File: src/rtl/return_address_stack.sv
// Return-address stack: a circular LIFO that feeds the RA operand of the
// instruction address generator. A call pushes PC_temp + 1, a return pops,
// and RA always shows the current top of stack (0 when empty).
//
// Build option: define RAS_OVERWRITE_EN so that a push while full overwrites
// the oldest entry. When it is left undefined, a push while full is dropped.
// Overflow is set in both builds.
module return_address_stack #(
  parameter int DEPTH  = 8,
  parameter int PTR_W  = 3,
  parameter int ADDR_W = 32
) (
  input  logic              Clock,
  input  logic              Reset,
  input  logic              Push,
  input  logic              Pop,
  input  logic              Flush,
  input  logic [ADDR_W-1:0] PC_temp,
  output logic [ADDR_W-1:0] RA,
  output logic              Empty,
  output logic              Full,
  output logic [PTR_W:0]    Count,
  output logic              Overflow,
  output logic              Underflow
);

  localparam logic [PTR_W:0]   FULL_CNT = (PTR_W+1)'(DEPTH);
  localparam logic [PTR_W:0]   CNT_ONE  = (PTR_W+1)'(1);
  localparam logic [PTR_W-1:0] PTR_ONE  = PTR_W'(1);

  // Return address of a call: next word after the caller, carry out dropped.
  function automatic logic [ADDR_W-1:0] next_addr(input logic [ADDR_W-1:0] a);
    return a + ADDR_W'(1);
  endfunction

  logic [ADDR_W-1:0] mem [DEPTH];

  logic [PTR_W-1:0] tp_q, tp_d, tp_dec;
  logic [PTR_W:0]   cnt_q, cnt_d;
  logic             ovf_q, ovf_d;
  logic             udf_q, udf_d;
  logic             is_empty, is_full;

  logic              wr_en;
  logic [PTR_W-1:0]  wr_idx;
  logic [ADDR_W-1:0] wr_data;

  assign tp_dec   = tp_q - PTR_ONE;
  assign is_empty = (cnt_q == '0);
  assign is_full  = (cnt_q == FULL_CNT);

  // Next control state and storage write request; Reset beats Flush beats Push/Pop.
  always_comb begin
    tp_d    = tp_q;
    cnt_d   = cnt_q;
    ovf_d   = ovf_q;
    udf_d   = udf_q;
    wr_en   = 1'b0;
    wr_idx  = tp_q;
    wr_data = next_addr(PC_temp);
    if (Reset || Flush) begin
      tp_d  = '0;
      cnt_d = '0;
      ovf_d = 1'b0;
      udf_d = 1'b0;
    end else if (Push && Pop) begin
      if (is_empty) begin
        // Return on an empty stack followed by a call: the call still lands.
        wr_en  = 1'b1;
        wr_idx = tp_q;
        tp_d   = tp_q + PTR_ONE;
        cnt_d  = cnt_q + CNT_ONE;
        udf_d  = 1'b1;
      end else begin
        // Tail call: replace the top entry in place.
        wr_en  = 1'b1;
        wr_idx = tp_dec;
      end
    end else if (Push) begin
      if (is_full) begin
        ovf_d = 1'b1;
`ifdef RAS_OVERWRITE_EN
        // tp already points at the oldest entry once the ring is full.
        wr_en  = 1'b1;
        wr_idx = tp_q;
        tp_d   = tp_q + PTR_ONE;
`endif
      end else begin
        wr_en  = 1'b1;
        wr_idx = tp_q;
        tp_d   = tp_q + PTR_ONE;
        cnt_d  = cnt_q + CNT_ONE;
      end
    end else if (Pop) begin
      if (is_empty) begin
        udf_d = 1'b1;
      end else begin
        tp_d  = tp_dec;
        cnt_d = cnt_q - CNT_ONE;
      end
    end
  end

  // Control registers: pointer, occupancy and sticky flags.
  always_ff @(posedge Clock) begin
    tp_q  <= tp_d;
    cnt_q <= cnt_d;
    ovf_q <= ovf_d;
    udf_q <= udf_d;
  end

  // Storage array; contents are never cleared.
  always_ff @(posedge Clock) begin
    if (wr_en) begin
      mem[wr_idx] <= wr_data;
    end
  end

  assign RA        = is_empty ? '0 : mem[tp_dec];
  assign Empty     = is_empty;
  assign Full      = is_full;
  assign Count     = cnt_q;
  assign Overflow  = ovf_q;
  assign Underflow = udf_q;

endmodule

File: config.mk
export PLATFORM = sky130hd
export DESIGN_NAME = return_address_stack
export DESIGN_NICKNAME = d
export VERILOG_FILES = /design/src/rtl/return_address_stack.sv
export SDC_FILE = /design/constraint.sdc
export NUM_CORES = 1
export LEC_CHECK = 0
export BUFFER_PORTS_ARGS = -buffer_cell sky130_fd_sc_hd__buf_2
export CAP_MARGIN = 20
export CORE_UTILIZATION = 45
export CTS_CLUSTER_SIZE = 20
export DETAILED_ROUTE_END_ITERATION = 10
export HOLD_SLACK_MARGIN = 0.15
export PLACE_DENSITY = 0.73
export SYNTH_ARGS = -nofsm -noshare
export SYNTH_HDL_FRONTEND = slang
export SYNTH_SLANG_ARGS = --single-unit
File: constraint.sdc
create_clock -name Clock -period 3.8 [get_ports Clock]
set_input_delay 0.57 -clock Clock [delete_from_list [all_inputs] [get_ports Clock]]
set_output_delay 0.57 -clock Clock [all_outputs]
set_load 0.01 [all_outputs]
After elaboration in Yosys (flattened, before gate mapping)

Memories as Yosys holds them, arrays and structs flattened.
Index checks and enable logic that the tools add are counted.

Equal/unequal tests: 5
Reductions and logical operators: 9
Add/sub/neg operators: 5
Multiplexer cells: 25
Bitwise gates (word level): 1

Operators by type and width:

| operator                                                                 | count |
|---|---|
| 32-bit by 1-bit adder with 32-bit output (second input constant)         | 1 |
| 32-bit two-way mux                                                       | 1 |
| 3-bit two-way mux                                                        | 8 |
| 4-bit two-way mux                                                        | 6 |
| 1-bit two-way mux                                                        | 10 |
| 3-bit by 2-bit inequality test with 1-bit output (second input constant) | 2 |
| 3-bit AND reduction                                                      | 2 |
| 4-bit by 1-bit adder with 4-bit output (second input constant)           | 1 |
| 4-bit equality test (second input constant)                              | 1 |
| 4-bit logical NOT                                                        | 1 |
| 4-bit AND reduction                                                      | 1 |
| 4-bit by 1-bit subtractor with 4-bit output (second input constant)      | 1 |
| 3-bit by 1-bit adder with 3-bit output (second input constant)           | 1 |
| 3-bit nonzero test                                                       | 1 |
| 3-bit by 1-bit subtractor with 3-bit output (second input constant)      | 1 |
| 2-bit by 1-bit inequality test with 1-bit output (second input constant) | 1 |
| 2-bit inequality test (second input constant)                            | 1 |
| 2-bit AND reduction                                                      | 1 |
| 2-bit nonzero test                                                       | 1 |
| 1-bit logical AND                                                        | 1 |
| 1-bit logical OR                                                         | 1 |
| 1-bit inverter                                                           | 1 |

Memories: 1
Bits in writable memories: 256
Input port bits: 37
Output and inout port bits: 40
Register bits after elaboration: 9

Memory list:

| memory | words | bits a word | rd ports | clocked after Yosys merged registers in | wr ports | line | text |
|---|---|---|---|---|---|---|---|
| mem    | 8     | 32          | 1        | 0                                       | 1        | 36   | `logic [ADDR_W-1:0] mem [DEPTH];` |

Longest topological paths before layout

Depth in word-level cells: 7
Gate-level depth with buffers: 10
Mapped depth without buffers: 6

Least setup slack after synthesis

OpenSTA, ideal clock, no wires.

Kind: reg2reg
Start point: reg tp_q[0]
End point: mem mem[4][0] (enable)
Data required time: 3.379 ns
Stages on the path, launching flop included: 10
Data arrival time: 3.381 ns
Library setup time: 0.421 ns
Setup slack: -0.002 ns
Path buffers: 4
Cell sequence: dfxtp_1 clkbuf_1 buf_2 inv_2 ha_1 clkbuf_1 buf_1 nor4b_1 a211oi_1 nor2_1

Longest elaborated chain between the ends: 4

Ends and longest elaborated chain:

| element                                     | line | text |
|---|---|---|
| from (decl)                                 | 38   | `logic [PTR_W-1:0] tp_q, tp_d, tp_dec;` |
| from (signal assigned)                      | 106  | `tp_q <= tp_d;` |
| 3-bit by 1-bit subtractor with 3-bit output | 48   | `assign tp_dec = tp_q - PTR_ONE;` |
| 3-bit two-way mux                           | 67   | `if (is_empty) begin` |
| 3-bit two-way mux                           | 66   | `end else if (Push && Pop) begin` |
| 3-bit two-way mux (*)                       | 61   | `if (Reset \|\| Flush) begin` |
| to (decl)                                   | 36   |  |

Mark *: on every way between the ends. The rest lies on a longest branch, timed or not.

Final worst setup path

Start point: reg tp_q[0]
End point: out RA[14]

Longest elaborated chain between the ends: 3

Ends and longest elaborated chain:

| element                                     | line | text |
|---|---|---|
| 3-bit by 1-bit subtractor with 3-bit output | 48   |  |
| memory read 8 x 32 bit                      | -    |  |
| 32-bit two-way mux                          | 119  | `assign RA = is_empty ? '0 : mem[tp_dec];` |
| to (decl)                                   | 19   | `output logic [ADDR_W-1:0] RA,` |

No other way between the ends.

==> metrics <==
fin crit period=3.570 ns; CTS Sinks=265; Setup crit end=RA[14]; Main synth FF type=edfxtp_1; Synth async-reset ratio=0%; TritonCTS clock tree=yes; Post-synth EDFFs=256; count leader, synth=edfxtp_1; worst reg-to-reg path cell count=7; Nets=702; Hold Path Class=in -> reg; Final setup viols=0; critical path, cell by cell=inv_2 -> ha_2 -> buf_6 -> mux4_2 -> a22o_1 -> buf_2; slowest stage delay, CP=0.65 ns; r2r setup slk=0.82 ns; Die Span Y=157.6 um; share of cells above drive strength 1=31.61%; drt first pass iters=5; CTS buffer count=27; grt ovf=0; number of global-route vias before repair=5924; Ys Warns=0; Worst path top cell family by delay=adder cells; worst setup path start=tp_q[0]; max_cap viols=0; wire per inst=about 23 um; Final Non-Filler Cells=996; Clock Tree Buf Depth=3; crit path max fanout=27; Cells after Synth=566; Tot GR Track Use=between 10% and 20%; largest net degree at the start of global routing=33; post-synthesis cell area=10900 um^2; Routed WL=23.05 mm; fin. max-slew vios=0; synth cell count leaders=edfxtp_1, mux4_2, a22o_1, xnor2_1, nand3_1; RSZ-0062 raised after global routing=false; Via Count=roughly 5800; clk_skew=about 0.0091 ns; Finished Core Util=between 50% and 60%; Worst path depth=6; hpwl dp=about 13 mm; Slew @ Worst Pin=0.8629 ns; drt drc=0; WP buf/inv=3; Pwr Density=between 500 and 600 nW/um^2; num rows=56; hold_buf cts=0; crit path DAT=3.00 ns; Skew-Pair Late Insertion Delay=0.53 ns; R2R Path Start=tp_q[0]; sequential area share after synthesis=72.18%; Core Area=23610 um^2; number of DRC markers in iteration 0=525; H-tree depth=1; Slowest-stage cell, CP=ha_2; Fin. Hold Viols=0; I/O Pins=77; average size of a mapped cell=19.26 um^2; routability cong.=around 0.80; Worst slew margin=between 40% and 50%; Synth-to-Final Area Change=15.44%; IO Port Bufs=76; Fmax=about 280 MHz; drt via density=5.839; initial antenna violation count=0; Placement Cell Area=11760 um^2; synthesized flop and latch total=265; Final period util=93.94%; first-pass GRT wire length=between 30 and 40 mm; antenna viol nets, final=0; Placed Instances=950; r2r endpoint=mem[1][26]; CP Capture Type=primary output; Tot Pwr=6322 uW; biggest area consumer among synthesized cells=edfxtp_1; die area=24850 um^2; top cells by area, synth=edfxtp_1, mux4_2, a22o_1; root buf cell=clkbuf_16; Lkg Pwr=0.004077 uW; Crit Path Category=reg -> out; Netlist cell types=48; syn_nets=between 600 and 700; peak supply drop=0.2925 mV; TNS Setup=0 ns; Die X=157.6 um; Required @ worst endpoint=3.23 ns; Clk pin slew, worst setup/hold paths=0.06 ns; Synth top area share=70.53%; n_diodes=0; fin area=12580 um^2; Initial Utilization=46.16%; status=finished clean; crit path launch type=flip-flop
cell families after synthesis:
family / Yosys count / synth area share [%]
and+or+nand+nor: 97 / 5.338
muxes: 65 / 13.32
adders and majority gates: 5 / 0.5740
DFF: 265 / 72.18
xor gates and xnor gates: 33 / 2.652
AOI/OAI and AO/OA: 61 / 4.270
buffers and inverters: 40 / 1.665
final cells by class:
cell class                      count  area [um^2]
Tap cell                          319        399.1
Clock inverter                     16        130.1
Clock buffer                       30        686.9
Timing Repair Buffer               95        539.3
Inverter                           10        37.54
Multi-Input combinational cell    261         2918
Fill cell                        1843        11030
Sequential cell                   265         7871
tightest hold or removal path, delay by kind of cell:
kind | cells | cell delay (ns)
simple gates | 1 | 0.07
buf+inv | 1 | 0.18
compound gates | 1 | 0.08
worst min-delay path by stage:
stage / startpoint / to / slack [ns] / cells past startpoint
after floorplan: tp_q[1] / tp_q[1] / 0.49 / 2
final: Pop / Underflow / 0.42 / 3
after global routing: Pop / Underflow / 0.44 / 3
after detailed placement: Underflow / Underflow / 0.46 / 2
after CTS: Pop / Underflow / 0.40 / 3
after global placement: Underflow / Underflow / 0.45 / 2
per-stage QoR:
stage	setup slack, ns	hold slack (ns)
2_1_floorplan	-0.002346	0.4917
3_3_place_gp	0.6395	0.4492
3_5_place_dp	0.5959	0.4635
4_1_cts	0.03256	0.4046
5_1_grt	0.04825	0.4386
6_report	0.2303	0.4224
sequential cells by signal (all words and copies together) (netlist names):
name	count
Count	4
Overflow	1
Underflow	1
mem	256
tp_q	3
where the power goes:
group / internal (uW) / switching [uW]
sequential: 3240 / 19.8
combinational: 257 / 342
clock: 1420 / 1040
cell usage in the layout (no fill, tap or decap), drive strengths merged, types with 11 or more instances in the layout:
cell    synthesis  routed
nor2           18      18
edfxtp        256     256
clkinv          0      13
clkbuf         13      30
mux4           64      64
a22o           32      32
nand3          20      20
buf            17      95
xnor2          25      25
inv            10      11
timing repair:
item | 4_1_cts | 5_1_grt
setup endpoints to repair | 0 | 14
buffers inserted | 0 | 0
resized for setup | 0 | 1
routing by layer:
| layer | GRT usage, % | share of wire [%] | routed length [um] |
|---|---|---|---|
| met5 | 0 | 0 | 0 |
| met4 | 4.207 | 1.9 | 431 |
| met3 | 2.847 | 6.8 | 1574 |
| met2 | 32.79 | 50 | 11460 |
| met1 | 26.32 | 42 | 9588 |
(Power assumes the default switching activity.)
